===== src/rtl/sd_interpolation_if.sv =====
`default_nettype none
// +--------------------------------------------------------------------------+
// | Module   : sd_interpolation_if                                           |
// | Brief    : Sample handshake and modulator outputs of sd_interpolation.   |
// | Revision : 1.0                                                           |
// +--------------------------------------------------------------------------+
interface sd_interpolation_if #(
    parameter int IN_W = 24
);
    logic signed [IN_W-1:0] sample_in;
    logic                   sample_valid;
    logic                   sample_ready;
    logic                   bit_out;
    logic signed [IN_W-1:0] interp_out;
    logic                   underrun;
    logic                   running;

    modport master (
        output sample_in, sample_valid,
        input  sample_ready, bit_out, interp_out, underrun, running
    );

    modport slave (
        input  sample_in, sample_valid,
        output sample_ready, bit_out, interp_out, underrun, running
    );
endinterface
`default_nettype wire


===== src/rtl/sd_interpolation.sv =====
`default_nettype none
// +--------------------------------------------------------------------------+
// | Module   : sd_interpolation                                              |
// | Brief    : Linear x2**LOG2_N interpolator feeding a 1st-order SD DAC.    |
// | Revision : 1.0                                                           |
// +--------------------------------------------------------------------------+
module sd_interpolation #(
    parameter int IN_W   = 24,
    parameter int LOG2_N = 2
) (
    input  wire logic         clk,
    input  wire logic         reset,
    sd_interpolation_if.slave bus
);
    localparam int c_IW = IN_W + 2;
    localparam int c_SW = IN_W + 1;
    localparam int c_AW = IN_W + 3;
    localparam int c_MW = IN_W + 4;

    localparam logic [LOG2_N-1:0]      c_PH_LAST = {LOG2_N{1'b1}};
    localparam logic signed [c_IW-1:0] c_OUT_MAX = {3'b000, {(IN_W-1){1'b1}}};
    localparam logic signed [c_IW-1:0] c_OUT_MIN = {3'b111, {(IN_W-1){1'b0}}};
    localparam logic signed [c_MW-1:0] c_FS      = {4'b0000, 1'b1, {(IN_W-1){1'b0}}};
    localparam logic signed [c_MW-1:0] c_INT_MAX = {2'b00, {(c_AW-1){1'b1}}};
    localparam logic signed [c_MW-1:0] c_INT_MIN = {2'b11, {(c_AW-1){1'b0}}};

    typedef enum logic [0:0] {
        S_IDLE = 1'b0,
        S_RUN  = 1'b1
    } state_t;

    state_t                   r_state;
    state_t                   w_state_nxt;
    logic                     w_boundary;
    logic                     w_load;

    logic signed [IN_W-1:0]   r_buf;
    logic                     r_buf_full;
    logic signed [IN_W-1:0]   r_cur;
    logic signed [c_SW-1:0]   r_step;
    logic signed [c_IW-1:0]   r_interp;
    logic [LOG2_N-1:0]        r_ph;
    logic                     r_underrun;
    logic signed [c_AW-1:0]   r_int;
    logic                     r_bit;

    logic signed [c_SW-1:0]   w_diff;
    logic signed [c_SW-1:0]   w_step_new;
    logic signed [c_IW-1:0]   w_interp_inc;
    logic signed [IN_W-1:0]   w_out;
    logic signed [c_MW-1:0]   w_fb;
    logic signed [c_MW-1:0]   w_int_sum;
    logic signed [c_AW-1:0]   w_int_nxt;

    always_ff @(posedge clk or posedge reset) begin
        if (reset) begin
            r_state <= S_IDLE;
        end else begin
            r_state <= w_state_nxt;
        end
    end

    // The first consume out of IDLE counts as a segment boundary.
    always_comb begin
        w_state_nxt = r_state;
        w_boundary  = 1'b0;
        case (r_state)
            S_IDLE: begin
                if (r_buf_full) begin
                    w_state_nxt = S_RUN;
                    w_boundary  = 1'b1;
                end
            end
            S_RUN: begin
                w_boundary = (r_ph == c_PH_LAST);
            end
            default: begin
                w_state_nxt = S_IDLE;
            end
        endcase
    end

    assign w_load       = bus.sample_valid && !r_buf_full;
    assign w_diff       = {r_buf[IN_W-1], r_buf} - {r_cur[IN_W-1], r_cur};
    assign w_step_new   = w_diff >>> LOG2_N;
    assign w_interp_inc = r_interp + {{(c_IW-c_SW){r_step[c_SW-1]}}, r_step};

    // Floored step can overshoot the target slightly, so clamp to IN_W.
    always_comb begin
        w_out = r_interp[IN_W-1:0];
        if (r_interp > c_OUT_MAX) begin
            w_out = {1'b0, {(IN_W-1){1'b1}}};
        end else if (r_interp < c_OUT_MIN) begin
            w_out = {1'b1, {(IN_W-1){1'b0}}};
        end
    end

    assign w_fb      = r_bit ? c_FS : -c_FS;
    assign w_int_sum = {{(c_MW-c_AW){r_int[c_AW-1]}}, r_int}
                     + {{(c_MW-IN_W){w_out[IN_W-1]}}, w_out}
                     - w_fb;

    always_comb begin
        w_int_nxt = w_int_sum[c_AW-1:0];
        if (w_int_sum > c_INT_MAX) begin
            w_int_nxt = {1'b0, {(c_AW-1){1'b1}}};
        end else if (w_int_sum < c_INT_MIN) begin
            w_int_nxt = {1'b1, {(c_AW-1){1'b0}}};
        end
    end

    // Load only happens while empty and consume only while full, so the two
    // updates of r_buf_full below never collide.
    always_ff @(posedge clk or posedge reset) begin
        if (reset) begin
            r_buf      <= '0;
            r_buf_full <= 1'b0;
            r_cur      <= '0;
            r_step     <= '0;
            r_interp   <= '0;
            r_ph       <= '0;
            r_underrun <= 1'b0;
            r_int      <= '0;
            r_bit      <= 1'b0;
        end else begin
            r_underrun <= 1'b0;
            if (w_load) begin
                r_buf      <= bus.sample_in;
                r_buf_full <= 1'b1;
            end

            if (w_boundary) begin
                r_ph     <= '0;
                r_interp <= {{(c_IW-IN_W){r_cur[IN_W-1]}}, r_cur};
                if (r_buf_full) begin
                    r_step     <= w_step_new;
                    r_cur      <= r_buf;
                    r_buf_full <= 1'b0;
                end else begin
                    r_step     <= '0;
                    r_underrun <= 1'b1;
                end
            end else if (r_state == S_RUN) begin
                r_ph     <= r_ph + 1'b1;
                r_interp <= w_interp_inc;
            end

            if (r_state == S_RUN) begin
                r_int <= w_int_nxt;
                r_bit <= ~w_int_nxt[c_AW-1];
            end else begin
                r_int <= '0;
                r_bit <= ~r_bit;
            end
        end
    end

    assign bus.sample_ready = ~r_buf_full;
    assign bus.bit_out      = r_bit;
    assign bus.interp_out   = w_out;
    assign bus.underrun     = r_underrun;
    assign bus.running      = (r_state == S_RUN);

endmodule
`default_nettype wire

===== src/flat_wrapper.sv =====
// flat-port wrapper written by rule: the top's interface ports become plain ports
module sd_interpolation_flat 
#(
    parameter int IN_W   = 24,
    parameter int LOG2_N = 2
)
  (clk, reset, bus_sample_in, bus_sample_valid, bus_sample_ready, bus_bit_out, bus_interp_out, bus_underrun, bus_running);
  sd_interpolation_if #(.IN_W(IN_W)) bus_i ();
  input  wire logic clk;
  input  wire logic reset;
  input wire logic [$bits(bus_i.sample_in)-1:0] bus_sample_in;
  input wire logic [$bits(bus_i.sample_valid)-1:0] bus_sample_valid;
  output wire logic [$bits(bus_i.sample_ready)-1:0] bus_sample_ready;
  output wire logic [$bits(bus_i.bit_out)-1:0] bus_bit_out;
  output wire logic [$bits(bus_i.interp_out)-1:0] bus_interp_out;
  output wire logic [$bits(bus_i.underrun)-1:0] bus_underrun;
  output wire logic [$bits(bus_i.running)-1:0] bus_running;
  assign bus_i.sample_in = bus_sample_in;
  assign bus_i.sample_valid = bus_sample_valid;
  assign bus_sample_ready = bus_i.sample_ready;
  assign bus_bit_out = bus_i.bit_out;
  assign bus_interp_out = bus_i.interp_out;
  assign bus_underrun = bus_i.underrun;
  assign bus_running = bus_i.running;
  sd_interpolation #(.IN_W(IN_W), .LOG2_N(LOG2_N)) u_core (.clk(clk), .reset(reset), .bus(bus_i));
endmodule

===== config.mk =====
export PLATFORM = sky130hd
export DESIGN_NAME = sd_interpolation_flat
export DESIGN_NICKNAME = d
export VERILOG_FILES = /design/src/rtl/sd_interpolation_if.sv /design/src/rtl/sd_interpolation.sv /design/src/flat_wrapper.sv
export SDC_FILE = /design/constraint.sdc
export NUM_CORES = 1
export LEC_CHECK = 0
export ABC_AREA = 1
export CORE_UTILIZATION = 50
export DETAILED_ROUTE_END_ITERATION = 8
export GPL_TIMING_DRIVEN = 1
export PLACE_DENSITY = 0.78
export SETUP_SLACK_MARGIN = 0.02
export SYNTH_ARGS = -nofsm -noshare
export SYNTH_HDL_FRONTEND = slang
export SYNTH_SLANG_ARGS = --single-unit

===== constraint.sdc =====
create_clock -name clk -period 9.1 [get_ports clk]
set_input_delay 0.91 -clock clk [delete_from_list [all_inputs] [get_ports clk]]
set_output_delay 0.91 -clock clk [all_outputs]
set_load 0.005 [all_outputs]

==> metrics.txt <==
Async S/R FF share, synth=1.000; post-cts resize count=0; I/O pins=55; post-synth top area share=0.3176; gp weighted congestion=1.026; Mapped Cells=approximately 1400; Main synth FF type=dfrtp_1; WP data arrival=between 4 and 5 ns; setup TNS=0 ns; synthesis-to-finish area growth=13.22%; post-synthesis register bit count=between 100 and 150; Worst Path Required=9.40 ns; Site Rows=51; Largest stage delay, worst path=~0.52 ns; vias=between 9000 and 10000; final hold vios=0; Root Buffer=clkbuf_16; Starting Density=0.5178; RSZ-0062 raised after global routing=no; outcome=finished clean; Worst Reg2Reg Path Length in Cells=19; startpoint type of the worst setup path=register; worst r2r src=u_core.r_interp[25]$_DFFE_PP0P_; GR Util All Layers=0.2652; yosys warns=0; Max-Cap Viols=0; sequential area share after synthesis=0.3176; EDFF count, synth=0; die span in y=145.1 microns; Hold EP=u_core.r_step[10]$_DFFE_PP0P_; final setup fails=0; ant diodes=0; skew final=slightly below 0.009 ns; TritonCTS clock tree=built; area leader, netlist=dfrtp_1; synth unique cells=47; post-route ant nets=0; initial antenna violation count=0; Nets=1582; Max stage delay cell, worst path=nand2_2; pin count of the biggest net entering global routing=71; Min-Delay Path Class=register to register; R2R Setup Slk=~4.8 ns; share of layout cells above drive strength 1=0.06889; Slew HR=0.3242; f_max=0.2334 GHz; DR DRC count=0; final period utilization=0.4708; Via density=5.510; H-tree Lvls=4; DP HPWL=20.54 mm; Critical R2R Capture=u_core.r_int[25]$_DFF_PP0_; iteration-0 DRC count of the detailed router=between 600 and 700; die area=roughly 21000 sq um; Final Slew Violations=0; Routed Wire Length=about 27 mm; Fin Hold WS=between 0.4 and 0.5 ns; core footprint=19780 sq um; die width=145.1 microns; Worst-Margin Slew=1.011 ns; Synth Cell Area=~10000 sq um; vias in the first global route=9274; postcts setup bufs=0; Syn Area/Cell=~7.3 sq um; Post-Syn Nets=1533; Max Fanout on Critical Path=23; Max clock buf depth=2; GR Overflow Total=0; CTS buffer count=17; hold_buf cts=0; Worst Hold Depth=2; worst-skew pair later-pin latency=between 0.4 and 0.5 ns; synth top area cells=dfrtp_1 32%, ha_1 12%, nand2_1 10%; DR pass1 iterations=5; WS Path Type=register to register; Hold Path Origin=u_core.r_step[10]$_DFFE_PP0P_; CP Cell Sequence=nand2_1 -> inv_1 -> o21ai_0 -> inv_1 -> ha_1 -> inv_1 -> ha_1 -> a21oi_1 -> nor2_1 -> o21ai_0 -> nand3_1 -> a21oi_1 -> nand3b_1 -> nand2_1 -> nand3_1 -> nand2_2 -> inv_1 -> nand2_1 -> nand2_1; clock sinks=130; first-pass GRT wire length=44.50 mm; clock-pin slew of the registers on the worst-case setup and hold paths=0.06 ns; mean routed wirelength per cell=approximately 15 microns; crit end category=register; fin crit period=~4.3 ns; # port buffers=54
-- logic make-up (layout without fill, tap and decap cells) --
| kind of cell | after synthesis | in the layout | share of synthesized area |
|---|---|---|---|
| flip-flops | 130 | 130 | 0.3176 |
| XOR/XNOR | 34 | 34 | 0.02907 |
| AO/OA/AOI/OAI | 333 | 333 | 0.1880 |
| adder cells (fa/ha/maj) | 102 | 102 | 0.1275 |
| buffers and inverters | 293 | 355 | 0.1107 |
| AND/OR/NAND/NOR | 489 | 489 | 0.2018 |
| multiplexers | 23 | 23 | 0.02529 |
-- cell usage after synthesis, types with 18 or more instances --
cell,n
nand2_1,283
inv_1,261
o21ai_0,149
dfrtp_1,130
ha_1,98
a21oi_1,95
nor2_1,90
nand3_1,67
clkbuf_1,23
mux2_2,23
xor2_1,19
o21ai_2,18
-- state kept, by name, summed over array words and instances (netlist names) --
signal	flops
u_core.bus.running	1
u_core.r_buf	24
u_core.r_int	27
u_core.r_buf_full	1
u_core.bus.bit_out	1
u_core.r_ph	2
u_core.r_cur	24
u_core.bus.underrun	1
u_core.r_step	23
u_core.r_interp	26
-- per-layer routing --
metal,global-route usage,share of wire,wire length (microns),up-vias
met4,0.1395,0.045,1217,0
met2,0.4464,0.47,12680,345
li1,-,-,-,4688
met5,0,0,0,-
met3,0.04340,0.058,1548,86
met1,0.3258,0.42,11340,4418
-- cells in the final DEF (no fill, tap or decap), types with 7 or more instances in the layout --
cell / netlist / final
ha_1: 98 / 98
nand3_1: 67 / 67
dfrtp_1: 130 / 130
nor2_1: 90 / 89
o21ai_0: 149 / 149
xor2_1: 19 / 19
nand2_2: 7 / 7
xnor2_1: 15 / 15
clkdlybuf4s50_1: 0 / 54
nor3_1: 14 / 14
o21ai_2: 18 / 18
o21bai_1: 15 / 15
nand2_1: 283 / 283
clkbuf_16: 0 / 17
inv_1: 261 / 260
a21oi_1: 95 / 95
nand4_1: 11 / 11
mux2_2: 23 / 23
a31oi_1: 7 / 7
o211ai_1: 9 / 9
-- how the worst max path moves through the flow --
stage	from	to	slack, ns	cells past startpoint
global route	u_core.r_interp[25]$_DFFE_PP0P_	u_core.r_int[22]$_DFF_PP0_	4.37	21
CTS	u_core.r_interp[25]$_DFFE_PP0P_	u_core.r_int[25]$_DFF_PP0_	4.78	21
detailed placement	u_core.r_interp[25]$_DFFE_PP0P_	u_core.r_int[25]$_DFF_PP0_	4.84	21
global placement	u_core.r_interp[25]$_DFFE_PP0P_	u_core.r_int[0]$_DFF_PP0_	4.95	21
floorplan	reset	u_core.bus.bit_out$_DFF_PP0_	4.72	1
finish	u_core.r_interp[25]$_DFFE_PP0P_	u_core.r_int[25]$_DFF_PP0_	4.82	19
-- metrics by stage --
step	setup WS [ns]	cell area, sq um	utilization	std cells
2_1_floorplan	4.721	10240	-	1404
3_3_place_gp	4.953	11030	0.5574	1699
4_1_cts	4.783	11600	0.5862	1731
3_5_place_dp	4.842	11030	0.5574	1699
5_1_grt	4.372	11600	0.5862	1731
6_report	4.816	11600	0.5862	1731
-- layout make-up --
class | count | area (sq um)
clock inverters | 13 | 127.6
well taps | 265 | 331.6
inverters | 263 | 992.2
multi-input cells | 981 | 5863
fillers | 1859 | 8185
repair buffers | 60 | 585.6
flip-flops and latches | 130 | 3253
clock buffers | 19 | 442.9
-- worst max-delay path, delay by kind of cell, from the launching register on --
kind | cells | cell delay, ns
flip-flops | 1 | 0.48
AO/OA/AOI/OAI | 4 | 1.05
buffers and inverters | 4 | 0.65
adder cells (fa/ha/maj) | 2 | 0.65
AND/OR/NAND/NOR | 9 | 1.33
Power is not shown: default switching activity piles up to over one toggle a cycle in this logic, so the estimate is an artifact.
